## src/rtl/line_burst_pkg.sv

```systemverilog
// rtl/line_burst_pkg.sv - shared state encoding and sizing helpers for the line burst adapter
package line_burst_pkg;

    typedef enum logic [1:0] {
        IDLE,
        RD_BURST,
        WR_BURST,
        DONE
    } state_e;

    function automatic int beats_f(input int line_w, input int bus_w);
        return line_w / bus_w;
    endfunction

    function automatic bit is_pow2_f(input int v);
        return (v >= 2) && ((v & (v - 1)) == 0);
    endfunction

endpackage

```

## src/rtl/line_burst_adapter_if.sv

```systemverilog
// rtl/line_burst_adapter_if.sv - cache-side line request and memory-side burst signals
interface line_burst_adapter_if #(
    parameter int LINE_W = 256,
    parameter int BUS_W  = 64,
    parameter int ADDR_W = 32
);
    logic [ADDR_W-1:0] address_i;
    logic              read_i;
    logic              write_i;
    logic [LINE_W-1:0] line_i;
    logic [LINE_W-1:0] line_o;
    logic              resp_o;
    logic [ADDR_W-1:0] address_o;
    logic              read_o;
    logic              write_o;
    logic [BUS_W-1:0]  burst_o;
    logic [BUS_W-1:0]  burst_i;
    logic              resp_i;

    modport slave (
        input  address_i, read_i, write_i, line_i, burst_i, resp_i,
        output line_o, resp_o, address_o, read_o, write_o, burst_o
    );

    modport master (
        output address_i, read_i, write_i, line_i, burst_i, resp_i,
        input  line_o, resp_o, address_o, read_o, write_o, burst_o
    );
endinterface

```

## src/rtl/line_burst_adapter.sv

```systemverilog
// rtl/line_burst_adapter.sv - splits cache-line reads/writes into BUS_W beats on the memory bus
module line_burst_adapter
    import line_burst_pkg::*;
#(
    parameter int LINE_W = 256,
    parameter int BUS_W  = 64,
    parameter int ADDR_W = 32
) (
    input logic                clk,
    input logic                rst,
    line_burst_adapter_if.slave bus
);

    localparam int BEATS  = beats_f(LINE_W, BUS_W);
    localparam int OFFSET = $clog2(LINE_W / 8);
    localparam int CNT_W  = $clog2(BEATS);

    generate
        if ((LINE_W % BUS_W) != 0 || !is_pow2_f(BEATS)) begin : g_param_check
            $error("line_burst_adapter: LINE_W/BUS_W must be a power of 2 >= 2");
        end
    endgenerate

    state_e            state_q;
    state_e            state_d;
    logic [CNT_W-1:0]  beat_cnt;
    logic [LINE_W-1:0] line_buf;
    logic [LINE_W-1:0] line_q;
    logic [ADDR_W-1:0] address_q;
    logic              last_beat;
    logic              unused_addr_bits;

    // Byte offset within the line never reaches memory.
    assign unused_addr_bits = ^bus.address_i[OFFSET-1:0];

    assign last_beat = (beat_cnt == CNT_W'(BEATS - 1));

    always_ff @(posedge clk) begin
        if (rst) begin
            state_q <= IDLE;
        end else begin
            state_q <= state_d;
        end
    end

    always_comb begin
        state_d = state_q;
        case (state_q)
            IDLE: begin
                if (bus.read_i) begin
                    state_d = RD_BURST;
                end else if (bus.write_i) begin
                    state_d = WR_BURST;
                end
            end
            RD_BURST, WR_BURST: begin
                if (bus.resp_i && last_beat) begin
                    state_d = DONE;
                end
            end
            DONE:    state_d = IDLE;
            default: state_d = IDLE;
        endcase
    end

    always_ff @(posedge clk) begin
        if (rst) begin
            beat_cnt  <= '0;
            line_buf  <= '0;
            line_q    <= '0;
            address_q <= '0;
        end else begin
            case (state_q)
                IDLE: begin
                    if (bus.read_i || bus.write_i) begin
                        address_q <= {bus.address_i[ADDR_W-1:OFFSET], {OFFSET{1'b0}}};
                    end
                    if (!bus.read_i && bus.write_i) begin
                        line_buf <= bus.line_i;
                    end
                end
                RD_BURST: begin
                    if (bus.resp_i) begin
                        line_buf[int'(beat_cnt)*BUS_W +: BUS_W] <= bus.burst_i;
                        beat_cnt <= beat_cnt + CNT_W'(1);
                        // Publish on the last beat so line_o is valid during DONE.
                        if (last_beat) begin
                            line_q <= {bus.burst_i, line_buf[LINE_W-BUS_W-1:0]};
                        end
                    end
                end
                WR_BURST: begin
                    if (bus.resp_i) begin
                        beat_cnt <= beat_cnt + CNT_W'(1);
                    end
                end
                default: ;
            endcase
        end
    end

    always_comb begin
        bus.burst_o = '0;
        if (state_q == WR_BURST) begin
            bus.burst_o = line_buf[int'(beat_cnt)*BUS_W +: BUS_W];
        end
    end

    assign bus.read_o    = (state_q == RD_BURST);
    assign bus.write_o   = (state_q == WR_BURST);
    assign bus.resp_o    = (state_q == DONE);
    assign bus.line_o    = line_q;
    assign bus.address_o = address_q;

endmodule
```

## src/flat_wrapper.sv

```systemverilog
// flat-port wrapper written by rule: the top's interface ports become plain ports
module line_burst_adapter_flat import line_burst_pkg::*;
#(
    parameter int LINE_W = 256,
    parameter int BUS_W  = 64,
    parameter int ADDR_W = 32
)
  (clk, rst, bus_address_i, bus_read_i, bus_write_i, bus_line_i, bus_burst_i, bus_resp_i, bus_line_o, bus_resp_o, bus_address_o, bus_read_o, bus_write_o, bus_burst_o);
  line_burst_adapter_if #(.LINE_W(LINE_W), .BUS_W(BUS_W), .ADDR_W(ADDR_W)) bus_i ();
  input logic clk;
  input logic rst;
  input wire logic [$bits(bus_i.address_i)-1:0] bus_address_i;
  input wire logic [$bits(bus_i.read_i)-1:0] bus_read_i;
  input wire logic [$bits(bus_i.write_i)-1:0] bus_write_i;
  input wire logic [$bits(bus_i.line_i)-1:0] bus_line_i;
  input wire logic [$bits(bus_i.burst_i)-1:0] bus_burst_i;
  input wire logic [$bits(bus_i.resp_i)-1:0] bus_resp_i;
  output wire logic [$bits(bus_i.line_o)-1:0] bus_line_o;
  output wire logic [$bits(bus_i.resp_o)-1:0] bus_resp_o;
  output wire logic [$bits(bus_i.address_o)-1:0] bus_address_o;
  output wire logic [$bits(bus_i.read_o)-1:0] bus_read_o;
  output wire logic [$bits(bus_i.write_o)-1:0] bus_write_o;
  output wire logic [$bits(bus_i.burst_o)-1:0] bus_burst_o;
  assign bus_i.address_i = bus_address_i;
  assign bus_i.read_i = bus_read_i;
  assign bus_i.write_i = bus_write_i;
  assign bus_i.line_i = bus_line_i;
  assign bus_i.burst_i = bus_burst_i;
  assign bus_i.resp_i = bus_resp_i;
  assign bus_line_o = bus_i.line_o;
  assign bus_resp_o = bus_i.resp_o;
  assign bus_address_o = bus_i.address_o;
  assign bus_read_o = bus_i.read_o;
  assign bus_write_o = bus_i.write_o;
  assign bus_burst_o = bus_i.burst_o;
  line_burst_adapter #(.LINE_W(LINE_W), .BUS_W(BUS_W), .ADDR_W(ADDR_W)) u_core (.clk(clk), .rst(rst), .bus(bus_i));
endmodule
```

## config.mk

```make
export PLATFORM = sky130hd
export DESIGN_NAME = line_burst_adapter_flat
export DESIGN_NICKNAME = d
export VERILOG_FILES = /design/src/rtl/line_burst_pkg.sv /design/src/rtl/line_burst_adapter_if.sv /design/src/rtl/line_burst_adapter.sv /design/src/flat_wrapper.sv
export SDC_FILE = /design/constraint.sdc
export NUM_CORES = 1
export LEC_CHECK = 0
export CAP_MARGIN = 20
export CORE_ASPECT_RATIO = 1.25
export CORE_MARGIN = 5
export CORE_UTILIZATION = 28
export DETAILED_ROUTE_END_ITERATION = 8
export SLEW_MARGIN = 10
export SYNTH_ARGS = -nofsm -noshare
export SYNTH_HDL_FRONTEND = slang
export SYNTH_SLANG_ARGS = --single-unit
```

## constraint.sdc

```tcl
create_clock -name clk -period 3.8 [get_ports clk]
set_input_delay 0.76 -clock clk [delete_from_list [all_inputs] [get_ports clk]]
set_output_delay 0.76 -clock clk [all_outputs]
set_load 0.05 [all_outputs]
```

==> flow_summary.yaml, run 1 <==
logic_synthesis:
  synth_cell_types: 44
  synth.avg_cell_area_um2: 8.57
  seq_area_frac_synth_pct: 46.6
  ys_async_sr_fraction_pct: 0
  yosys_warnings: 0
  synth_area_mm2: 0.0233
  synth_edf_count: 0
  ys_ff_latch: 543
  synth_top_flop_cell: "dfxtp_1"
  syn_inst: 2720
grt:
  grt_use_total_pct: 22.2
  grt_pass1_vias: 22700
  antenna_found_initial: 24
  overflow: 0
  grt_pass1_wl_um: 151000
  grt_max_degree: 131
clock_tree:
  cts-hold-fix-buffers: 0
  cts_setup_buffers: 0
  clockBufferDepth: 3
  cts_sinks: 543
  htree_num_levels: 2
  cts_made_buffers: 60
  clk_latency_ns: 0.62
  cts_root_buf: "clkbuf_16"
  cts_tree: "yes"
  cts_resized: 0
  cts.reportedPaths.clkPinSlew_ns: 0.06
setup_path:
  required_ns: 3.04
  cp_max_fo: 46
  worstReg2RegEnd: "u_core.line_buf[216]"
  reg2reg_depth: 7
  r2r_start: "u_core.beat_cnt[0]"
  path_class: "reg -> out"
  critical_path_arrival_ns: 2.93
  critPathLaunchType: "register"
  end_kind: "output pin"
  ff2ff_setup_slack_ns: 1.06
drt:
  vias_per_cell: 5.21
  routed-via-count: 23100
  postRouteAntennaNets: 0
  drt-total-wl_um: 105000
  drt-pass1-iter-count: 6
  wl_per_cell_um: 23.7
  drt-initial-drc-count: 1972
  drcViolationCount: 0
min_path:
  hold_end: "u_core.bus.line_o[126]"
  hold_start: "u_core.bus.line_o[126]"
  hold_path_depth: 2
  hp-class: "reg -> reg"
sta:
  max_freq_mhz: 271
  setup_viol: 0
  worstMarginPinSlew_ns: 0.998
  period_minus_slack_ns: 3.69
  finalHoldViolations: 0
  setup_tns_ns: 0
  slew_headroom_pct: 33.5
  slew_viol_final: 0
  rsz0062_at_grt: "false"
  worst_clock_skew_ns: 0.00790
  min_period_over_period_pct: 97.0
die:
  pin_count: 712
  die_x_um: 268
  die-area_mm2: 0.0891
  core_area_mm2: 0.0827
  start_util_pct: 28.2
  std_cell_rows: 118
  die_y_um: 333
place:
  routabilityCongestion: 0.859
  dpl_cell_area_mm2: 0.0313
  portBuffers: 701
  dp_hpwl_um: 69700
power:
  cellLeakagePower_nw: 11.2
  ir_drop_mv: 0.560
  powerDensity_mw_per_mm2: 671
cells_and_area:
  final_common_cell: "nand2_1"
  layout_common_cells: "743 x nand2_1, 697 x clkdlybuf4s50_1, 541 x dfxtp_1"
  final_area_mm2: 0.0334
  drive_gt1_share_pct: 9.66
  nets: 3654
  syn_to_final_growth_pct: 43.4
  fillers: 8296
flow_run:
  max_cap_viol_count: 0
run_status:
  status: "complete, no violations"
## final cells by class
cell class                 instances  area, um2  share of cell area, %
timing repair buffer             763       7800                   23.4
sequential                       543      10900                   32.5
clock buffer                      93       1870                   5.59
clock inverter                    15        189                  0.565
inverter                           6       30.0                 0.0899
multi-input combinational       1912      11200                   33.6
antenna                           22       55.1                  0.165
tap                             1080       1350                   4.04
## cells by family after synthesis
family / Yosys count / share of synthesized area, %
flip-flops: 543 / 46.6
XOR/XNOR: 1 / 0.0376
multiplexers: 64 / 6.18
adder cells (fa/ha/maj): 11 / 0.591
other: 1 / 0.0161
buffers and inverters: 269 / 5.62
AND/OR/NAND/NOR: 1231 / 22.1
AO/OA/AOI/OAI: 600 / 18.8
## how the worst max path moves through the flow
stage	start	endpoint	slack, ns
2_1_floorplan	u_core.state_q[0]	bus_burst_o[10]	1.21
3_3_place_gp	u_core.beat_cnt[0]	bus_burst_o[56]	0.75
3_5_place_dp	u_core.beat_cnt[0]	bus_burst_o[14]	0.75
4_1_cts	u_core.beat_cnt[0]	bus_burst_o[14]	0.06
5_1_grt	u_core.beat_cnt[0]	bus_burst_o[17]	0.02
6_report	u_core.beat_cnt[0]	bus_burst_o[17]	0.11
## routing by layer
metal  routed length (um)  global-route usage, %  vias to the layer above
met3                 8780                   5.78                      259
met2                49600                   36.3                     1025
met1                41400                   27.3                    11200
met4                 5290                   10.5                        8
li1                     -                      -                    10600
met5                   55                      0                        -
## synth_stat cells (11+ instances only)
cell | instances | share of area, %
nand2_1 | 743 | 12
dfxtp_1 | 543 | 47
a21oi_1 | 314 | 6.7
nor2_1 | 232 | 3.7
a221oi_1 | 160 | 6.0
nor3_1 | 152 | 3.3
clkbuf_1 | 123 | 2.0
buf_2 | 90 | 1.9
and2_1 | 64 | 1.7
mux4_2 | 64 | 6.2
a311oi_2 | 49 | 3.2
o2bb2ai_1 | 30 | 1.1
buf_4 | 19 | 0.61
nor2b_1 | 16 | 0.43
a31oi_1 | 15 | 0.40
buf_6 | 15 | 0.72
buf_1 | 14 | 0.23
ha_1 | 11 | 0.59
## flip-flops by register name (all words and copies together) (netlist names)
name	flops
u_core.state_q	2
u_core.bus.line_o	256
u_core.beat_cnt	2
u_core.line_buf	256
u_core.bus.address_o	27
## through the flow
stage | worst slack, ns | total power, mW | hold WS, ns | utilization [%] | instances
global placement | 0.753 | 16.3 | 0.441 | 37.9 | 4304
floorplan | 1.21 | 13.1 | 0.442 | - | 2724
global route | 0.0159 | 23.5 | 0.467 | 40.4 | 4429
CTS | 0.0601 | 22.5 | 0.454 | 40.4 | 4412
finish | 0.115 | 22.4 | 0.452 | 40.4 | 4434
detailed placement | 0.755 | 16.4 | 0.446 | 37.9 | 4304
## worst max-delay path: stages (launching register included)
cell and delay, ns:
dfxtp_4 0.37, buf_12 0.36, mux4_2 0.57, and2_1 0.17, clkdlybuf4s50_1 0.75
## power by group
group | switching (mW) | internal, mW
logic | 5.55 | 3.26
registers | 0.773 | 6.71
clock network | 2.49 | 3.63
Note: power is estimated with default switching activity, not from simulation.
==> run 2, diff against run 1 <==
Settings changed: TNS_END_PERCENT set to 20.
==> results of run 2 <==
The final DEF is identical to that of run 1; final timing and power are the same.
==> run 3, diff against run 2 <==
Settings changed: CORE_AREA set to 5 5 270 272, CORE_ASPECT_RATIO 1.25 to not set, CORE_MARGIN 5 to not set, CORE_UTILIZATION 28 to not set, DIE_AREA set to 0 0 275 277.
==> run 3 against run 2 <==
Compared with the run above: count of clock-buffer cells in the layout is 2 higher; setup slack better by 0.020 ns; combinational power is 0.8% lower; wire length is 2.6% lower; fmax is 0.54% higher; die area is 15% lower; sequential share of layout area hardly changed; sequential power is 0.5% higher; cell area is 0.15% lower; register-to-register slack worse by 0.22 ns; largest power group unchanged.
==> flow_summary.yaml, run 3 (same netlist as run 1, synthesis figures left out) <==
cells_and_area:
  drive_gt1_share_pct: 9.65
  layout.cells.non_filler: 4303
  final_common_cell: "nand2_1"
  syn_to_final_growth_pct: 43.2
  fillers: 6835
  nets: 3657
  layout_common_cells: "743 x nand2_1, 669 x clkdlybuf4s50_1, 541 x dfxtp_1"
setup_path:
  r2r_start: "u_core.beat_cnt[1]"
  critical_path_arrival_ns: 2.91
  setup.worst_path.start: "u_core.beat_cnt[0]"
  ff2ff_setup_slack_ns: 0.84
  worstReg2RegEnd: "u_core.line_buf[93]"
  reg2reg_depth: 7
  end_kind: "output pin"
  required_ns: 3.04
  cp_max_fo: 21
  critPathCapture: "bus_burst_o[12]"
  path_class: "reg -> out"
  critPathLaunchType: "register"
sta:
  slew_headroom_pct: 46.0
  worst_clock_skew_ns: 0.0143
  period_minus_slack_ns: 3.67
  worstMarginPinSlew_ns: 0.808
  max_freq_mhz: 273
  finalHoldViolations: 0
  min_period_over_period_pct: 96.5
  setup_viol: 0
  slew_viol_final: 0
  setup_tns_ns: 0
  rsz0062_at_grt: "false"
  setup_slack_ns: 0.134
drt:
  drcViolationCount: 0
  m1WireLength_um: 40700
  wl_met3_um: 9050
  drt-initial-drc-count: 2110
  wl_per_cell_um: 23.8
  wl_met2_um: 49100
  top_layer: "met5"
  postRouteAntennaNets: 0
  drt-total-wl_um: 102000
  vias_per_cell: 5.34
  routed-via-count: 23000
  drt-pass1-iter-count: 6
place:
  post-place-ws_ns: 0.677
  routabilityCongestion: 0.838
  dp_hpwl_um: 67100
  portBuffers: 701
  placedCellCount: 4177
grt:
  grt_use_total_pct: 25.4
  grt_max_degree: 114
  grt_pass1_vias: 22400
  grt_pass1_wl_um: 148000
  antenna_found_initial: 22
  overflow: 0
die:
  die_y_um: 277
  core_area_mm2: 0.0705
  die-area_mm2: 0.0762
  std_cell_rows: 98
  start_util_pct: 33.1
  die_x_um: 275
  pin_count: 712
min_path:
  hold_path_depth: 2
  hp-class: "reg -> reg"
power:
  powerDensity_mw_per_mm2: 667
  pwr-share-seq_pct: 33.8
  power.internal_mw: 13.5
  cellLeakagePower_nw: 11.8
  p_clk_share_pct: 26.9
  power_switching_mw: 8.73
  p_sw_share_pct: 39.3
  p_comb_share_pct: 39.3
  ir_drop_mv: 0.478
run_status:
  status: "complete, no violations"
clock_tree:
  cts_sinks: 543
  cts.reportedPaths.clkPinSlew_ns: 0.06
  htree_num_levels: 2
  clk_latency_ns: 0.61
  clockBufferDepth: 3
  cts_tree: "yes"
  cts_made_buffers: 60
  cts_setup_buffers: 0
  cts_root_buf: "clkbuf_16"
flow_run:
  max_cap_viol_count: 0
==> run 3: cell count changes in the layout (fill, tap and decap cells not counted), sizes merged, moves of 2 or more <==
cell | before | now
bufinv | 4 | 2
clkdlybuf4s50 | 697 | 669
clkbuf | 93 | 95
diode | 22 | 16
clkinvlp | 1 | 3
dlymetal6s2s | 0 | 31
==> run 3: worst min path at each step <==
| stage | start | to |
|---|---|---|
| 4_1_cts | u_core.bus.address_o[14] | u_core.bus.address_o[14] |
| 3_3_place_gp | u_core.bus.line_o[0] | u_core.bus.line_o[0] |
| 5_1_grt | u_core.bus.line_o[129] | u_core.bus.line_o[129] |
| 2_1_floorplan | u_core.line_buf[128] | u_core.bus.line_o[128] |
| 3_5_place_dp | u_core.bus.line_o[142] | u_core.bus.line_o[142] |
| 6_report | u_core.bus.line_o[167] | u_core.bus.line_o[167] |
==> run 3: through the flow <==
| step | utilization [%] | hold slack (ns) | instance area (um2) | power, mW |
|---|---|---|---|---|
| CTS | 47.2 | 0.454 | 33300 | 22.3 |
| floorplan | - | 0.442 | 23300 | 13.1 |
| finish | 47.3 | 0.451 | 33400 | 22.2 |
| global route | 47.3 | 0.467 | 33400 | 23.3 |
| global placement | 44.3 | 0.441 | 31200 | 16.3 |
| detailed placement | 44.3 | 0.446 | 31200 | 16.3 |
==> run 3: worst max-delay path: stages (launching register included) <==
cell and delay [ns]:
dfxtp_4 0.55, buf_12 0.27, mux4_2 0.52, and2_1 0.20
clkdlybuf4s50_1 0.71
==> run 3: final cells by class <==
class,instances,area [um2],share of cell area (%)
inverters,6,30.0,0.0900
diodes,16,40.0,0.120
multi-input cells,1912,11200,33.7
clock inverters,15,140,0.420
well taps,950,1190,3.56
flip-flops and latches,543,10900,32.6
clock buffers,95,1880,5.62
repair buffers,766,7980,23.9
==> run 3: what timing repair did <==
action,in CTS,in global routing
gates resized for setup,1,31
hold buffers,0,0
endpoints found under the hold margin,0,0
endpoints found under the setup margin,1,31
==> run 3: power by group through the flow <==
stage | Clock (mW) | Combinational [mW] | Sequential (mW)
2_1_floorplan | 0 | 5.58 | 7.54
3_3_place_gp | 0 | 8.66 | 7.60
3_5_place_dp | 0 | 8.72 | 7.62
4_1_cts | 6.08 | 8.76 | 7.50
5_1_grt | 6.32 | 9.37 | 7.63
6_report | 5.98 | 8.75 | 7.52
==> run 3: metal layers <==
| layer | vias up | global-route usage (%) |
|---|---|---|
| li1 | 10600 | - |
| met1 | 11100 | 31.7 |
| met2 | 1044 | 42.1 |
| met3 | 184 | 6.87 |
| met4 | 8 | 9.21 |
| met5 | - | 0 |
